--- config.mk ---
export PLATFORM = sky130hd
export DESIGN_NAME = mips_cpu_bus_arbiter
export DESIGN_NICKNAME = d
export VERILOG_FILES = /design/src/rtl/mips_cpu_bus_pkg.sv /design/src/rtl/mips_cpu_bus_arbiter.sv
export SDC_FILE = /design/constraint.sdc
export NUM_CORES = 1
export LEC_CHECK = 0
export CORE_AREA = 2 2 121 123
export DETAILED_ROUTE_END_ITERATION = 8
export DIE_AREA = 0 0 123 125
export PLACE_DENSITY = 0.6
export SYNTH_ARGS = -nofsm -noshare
export SYNTH_HDL_FRONTEND = slang
export SYNTH_SLANG_ARGS = --single-unit
--- constraint.sdc ---
create_clock -name clk -period 7.1 [get_ports clk]
set_input_delay 1.775 -clock clk [delete_from_list [all_inputs] [get_ports clk]]
set_output_delay 1.775 -clock clk [all_outputs]
set_load 0.005 [all_outputs]
--- src/rtl/mips_cpu_bus_pkg.sv ---
// mips_cpu_bus_pkg: shared arbiter state encoding and timeout default.
package mips_cpu_bus_pkg;
  typedef enum logic [1:0] {IDLE, GRANT_I, GRANT_D, ABORT} bus_state_e;
  localparam int TIMEOUT_DEFAULT = 16;
endpackage

--- src/rtl/mips_cpu_bus_arbiter.sv ---
// mips_cpu_bus_arbiter: two-master (fetch/data) arbiter onto one wait-stated bus.
// Data has priority; a one-shot fairness bit lets a pending fetch go after a data transfer.
module mips_cpu_bus_arbiter
  import mips_cpu_bus_pkg::*;
#(
  parameter int TIMEOUT_CYCLES = TIMEOUT_DEFAULT
) (
  input  logic        clk,
  input  logic        reset,
  input  logic [31:0] i_address,
  input  logic        i_read,
  input  logic        i_write,
  input  logic [31:0] i_writedata,
  input  logic [3:0]  i_byteenable,
  output logic [31:0] i_readdata,
  output logic        i_waitrequest,
  input  logic [31:0] d_address,
  input  logic        d_read,
  input  logic        d_write,
  input  logic [31:0] d_writedata,
  input  logic [3:0]  d_byteenable,
  output logic [31:0] d_readdata,
  output logic        d_waitrequest,
  output logic [31:0] address,
  output logic        read,
  output logic        write,
  output logic [31:0] writedata,
  output logic [3:0]  byteenable,
  input  logic        waitrequest,
  input  logic [31:0] readdata,
  output logic        bus_error
);
  localparam int CW = $clog2(TIMEOUT_CYCLES) + 1;
  bus_state_e state_q, state_d;
  logic [CW-1:0] cnt_q, cnt_d;
  logic err_q, err_d, fair_q, fair_d, own_d_q, own_d_d;
  logic i_req, d_req, g_read, g_write, g_req, g_both;
  assign i_req = i_read | i_write;
  assign d_req = d_read | d_write;
  assign g_read = (state_q == GRANT_D) ? d_read : i_read;
  assign g_write = (state_q == GRANT_D) ? d_write : i_write;
  assign g_req = g_read | g_write;
  assign g_both = g_read & g_write;
  assign bus_error = err_q;
  always_ff @(posedge clk or negedge reset) begin
    if (!reset) begin
      state_q <= IDLE;
      cnt_q   <= '0;
      err_q   <= 1'b0;
      fair_q  <= 1'b0;
      own_d_q <= 1'b0;
    end else begin
      state_q <= state_d;
      cnt_q   <= cnt_d;
      err_q   <= err_d;
      fair_q  <= fair_d;
      own_d_q <= own_d_d;
    end
  end
  always_comb begin
    state_d = state_q;
    cnt_d   = cnt_q;
    err_d   = err_q;
    fair_d  = fair_q;
    own_d_d = own_d_q;
    case (state_q)
      IDLE: begin
        cnt_d  = '0;
        fair_d = 1'b0;
        if (i_req && (fair_q || !d_req)) begin
          state_d = GRANT_I;
          own_d_d = 1'b0;
        end else if (d_req) begin
          state_d = GRANT_D;
          own_d_d = 1'b1;
        end
      end
      GRANT_I, GRANT_D: begin
        if (!g_req) state_d = IDLE;
        else if (g_both) begin
          state_d = ABORT;
          err_d   = 1'b1;
        end else if (!waitrequest) begin
          state_d = IDLE;
          fair_d  = (state_q == GRANT_D);
        end else if (cnt_q == CW'(TIMEOUT_CYCLES - 1)) begin
          state_d = ABORT;
          err_d   = 1'b1;
        end else cnt_d = cnt_q + 1'b1;
      end
      default: state_d = IDLE;
    endcase
  end
  // An illegal read+write cycle keeps the owner stalled; ABORT releases it next cycle.
  always_comb begin
    address       = '0;
    read          = 1'b0;
    write         = 1'b0;
    writedata     = '0;
    byteenable    = '0;
    i_waitrequest = 1'b1;
    d_waitrequest = 1'b1;
    i_readdata    = readdata;
    d_readdata    = readdata;
    if (state_q == GRANT_D) begin
      address       = d_address;
      read          = d_read & ~d_write;
      write         = d_write & ~d_read;
      writedata     = d_writedata;
      byteenable    = d_byteenable;
      d_waitrequest = g_both | waitrequest;
    end else if (state_q == GRANT_I) begin
      address       = i_address;
      read          = i_read & ~i_write;
      write         = i_write & ~i_read;
      writedata     = i_writedata;
      byteenable    = i_byteenable;
      i_waitrequest = g_both | waitrequest;
    end else if (state_q == ABORT) begin
      d_waitrequest = ~own_d_q;
      i_waitrequest = own_d_q;
      d_readdata    = own_d_q ? '0 : readdata;
      i_readdata    = own_d_q ? readdata : '0;
    end
  end
endmodule

==> impl_metrics.yaml <==
sta:
  fin_crit_ps: 5470
  slew_headroom_pct: 45.1
  fin_crit_sh_pct: 77.0
  rsz0062_at_grt: "false"
  maxSlewViolCount: 0
  setup_tns_ps: 0
  skew_ps: 2.40
  worst_pin_slew_ps: 824
  hold_violations: 0
  setup_ws_ps: 1630
  setup-violations-final: 0
  max_freq_mhz: 183
worst_setup_path:
  cp.required_ps: 5330
  crit_fanout: 6
  slowest_stage: "clkdlybuf4s50_1"
  slowest_delay_ps: 500
  cp-start-kind: "primary input"
  arrival_ps: 3690
  crit_top_cell: "clkdlybuf4s50_1"
  worstSetupPathType: "primary input to primary output"
  end_kind: "primary output"
  crit_chain: "clkdlybuf4s50_1 -> and3b_1 -> a311oi_1 -> a21oi_1 -> clkdlybuf4s50_1"
clocking:
  cts_tree: "yes"
  ctsLongestPathBuffers: 2
  clk_pin_slew_ps: 40
  clock_latency_ps: 230
  cts_root_buf: "clkbuf_16"
  postCtsHoldBufs: 0
  post-cts-setup-buffers: 0
  cts_max_level: 1
  clock_sinks: 10
  cts-resized-gates: 0
  numCtsBuffers: 3
grt:
  grt_pass1_wl_mm: 18.2
  grt-ovfl-total: 0
  grt_util_all_layers_pct: 15.3
  grt_antenna_before_repair: 0
  grt_pass1_vias: 3040
  grt_max_degree: 80
route:
  wl_met1_mm: 5.05
  first_iter_violations: 85
  drc: 0
  vias: 3017
  avgViaCountPerCell: 4.26
  drt-pass1-iter-count: 4
  highest_layer: "met4"
  antenna_left: 0
  routed_wl_mm: 13.0
  dr_wl_met3_mm: 1.19
  wire_per_inst_microns: 18.3
  route.met2.wl_mm: 6.72
yosys:
  yosysSeqAreaShare_pct: 13.7
  synth.ff_latch_count: 10
  synth_top_area_share_pct: 32.1
  yosys_warnings: 0
  syn_avg_cell_area_sq_um: 7.95
  ys_types: 33
  yosysTopAreaCell: "a22o_1"
  syn-num-nets: 413
  synth.area.top_cells: "a22o_1 32%, nor2b_1 21%, dfrtp_1 14%"
  netlist_area_sq_mm: 0.00183
  syn_inst: 230
floorplan:
  die_width_microns: 123
  die_area_sq_mm: 0.0154
  io_pins: 312
  coreArea_sq_mm: 0.0142
  rows: 44
  start_util_pct: 12.9
  fp.dieH_microns: 125
placement:
  dp_slack_ps: 1640
  portBuffers: 311
  dp_cells: 705
  dpl.hpwl_mm: 10.8
  gp_congestion: 0.857
run_status:
  status: "completed"
pwr:
  power.leakage_nw: 2.00
  peakVddDrop_mv: 0.186
  power.density_mw_per_mm2: 245
final_layout:
  nets: 709
  fill_cells: 1436
  multi_input_area_sq_mm: 0.00149
  syn2layout_area_growth_pct: 185
  seq_area_sq_um: 250
  fin_cells: 709
  layout-drive-gt1-share_pct: 3.62
  num_antenna_cells: 0
job:
  maxCapViolCount: 0
worst_hold_path:
  hp-class: "flop to flop"
[metal layers]
metal  vias up  GRT usage, %
met5         -             0
met4         0          1.14
met3         6          3.56
met2       163          29.8
met1      1400          17.2
li1       1448             -
[worst max-delay path: cells and delay by family]
family | cells | cell delay (ps)
compound gates | 2 | 660
buf+inv | 2 | 1000
simple gates | 1 | 260
[cell usage in the layout, fill, tap and decap left out, types with 2 or more instances in the layout]
cell type / n
a21oi_1: 4
dfrtp_1: 10
clkdlybuf4s50_1: 311
a22o_1: 67
nand3_1: 5
ha_1: 7
o21ai_0: 6
nand2_1: 8
nor2b_1: 61
buf_4: 3
and2b_1: 5
mux2_2: 3
inv_1: 4
nand3b_1: 3
clkbuf_16: 3
and3_1: 2
nor2_1: 3
[Yosys cell counts]
master and instances:
a22o_1 67, nor2b_1 62, clkbuf_1 22, dfrtp_1 10, ha_1 8, nand2_1 8, o21ai_0 6, and2b_1 5
nand3_1 5, a21oi_1 4, inv_1 4, mux2_2 3, nand3b_1 3, nor2_1 3, and3_1 2, a211oi_2 1
a311oi_1 1, a311oi_2 1, a31oi_1 1, and3b_1 1, and4bb_2 1, buf_6 1, mux2_4 1, mux2i_4 1
nand2b_1 1, nand3_2 1, nor3_1 1, nor4b_1 1, o21a_1 1, o21bai_1 1, o221ai_1 1, o32ai_1 1
xor2_1 1
[area by class of cell]
type                            count  area share (%)
Clock buffer                        4            1.71
Inverter                            4           0.288
Multi-Input combinational cell    193            28.6
Sequential cell                    10            4.81
Tap cell                          184            4.42
Timing Repair Buffer              314            60.2
[stage by stage]
stage               util, %  total power [W]  hold WS, ps  cell area [sq um]
finish                 36.7          0.00128          498               5210
global route           36.7          0.00136          533               5210
CTS                    36.7          0.00129          510               5210
detailed placement     36.0          0.00116          482               5120
global placement       36.0          0.00116          484               5120
floorplan                 -         0.000531          468               1830
[registers in the layout (all words and copies together), names as in the netlist]
name       count
state_q        2
bus_error      1
own_d_q        1
cnt_q          5
fair_q         1
[kinds of logic (layout without fill, tap and decap cells)]
kind of cell             Yosys count  in the layout  synth area share [%]
AO/OA/AOI/OAI                     85             85                  38.9
XOR/XNOR                           1              1                 0.479
adder cells (fa/ha/maj)            8              8                  5.47
AND/OR/NAND/NOR                   94             94                  31.6
multiplexers                       5              5                  3.90
buffers and inverters             27            322                  5.95
flip-flops                        10             10                  13.7
[report_power, final]
group	total, W	internal, W	switching (W)
Combinational	0.00107	0.000637	0.000432
Clock	0.000110	0.0000847	0.0000258
Sequential	0.0000950	0.0000763	0.0000187
Total	0.00128	0.000798	0.000477
[worst paths after layout]
check / start / endpoint / slack, ps / depth (start not counted)
max in group asynchronous: reset / cnt_q[0] / 4910 / 1
min in group asynchronous: reset / cnt_q[1] / 1870 / 1
min reg2reg: cnt_q[4] / cnt_q[4] / 500 / 2
max: i_write / d_waitrequest / 1630 / 5
max reg2reg: state_q[0] / state_q[0] / 4200 / 8
min: cnt_q[4] / cnt_q[4] / 500 / 2
Power figures use the tool's default switching activity.
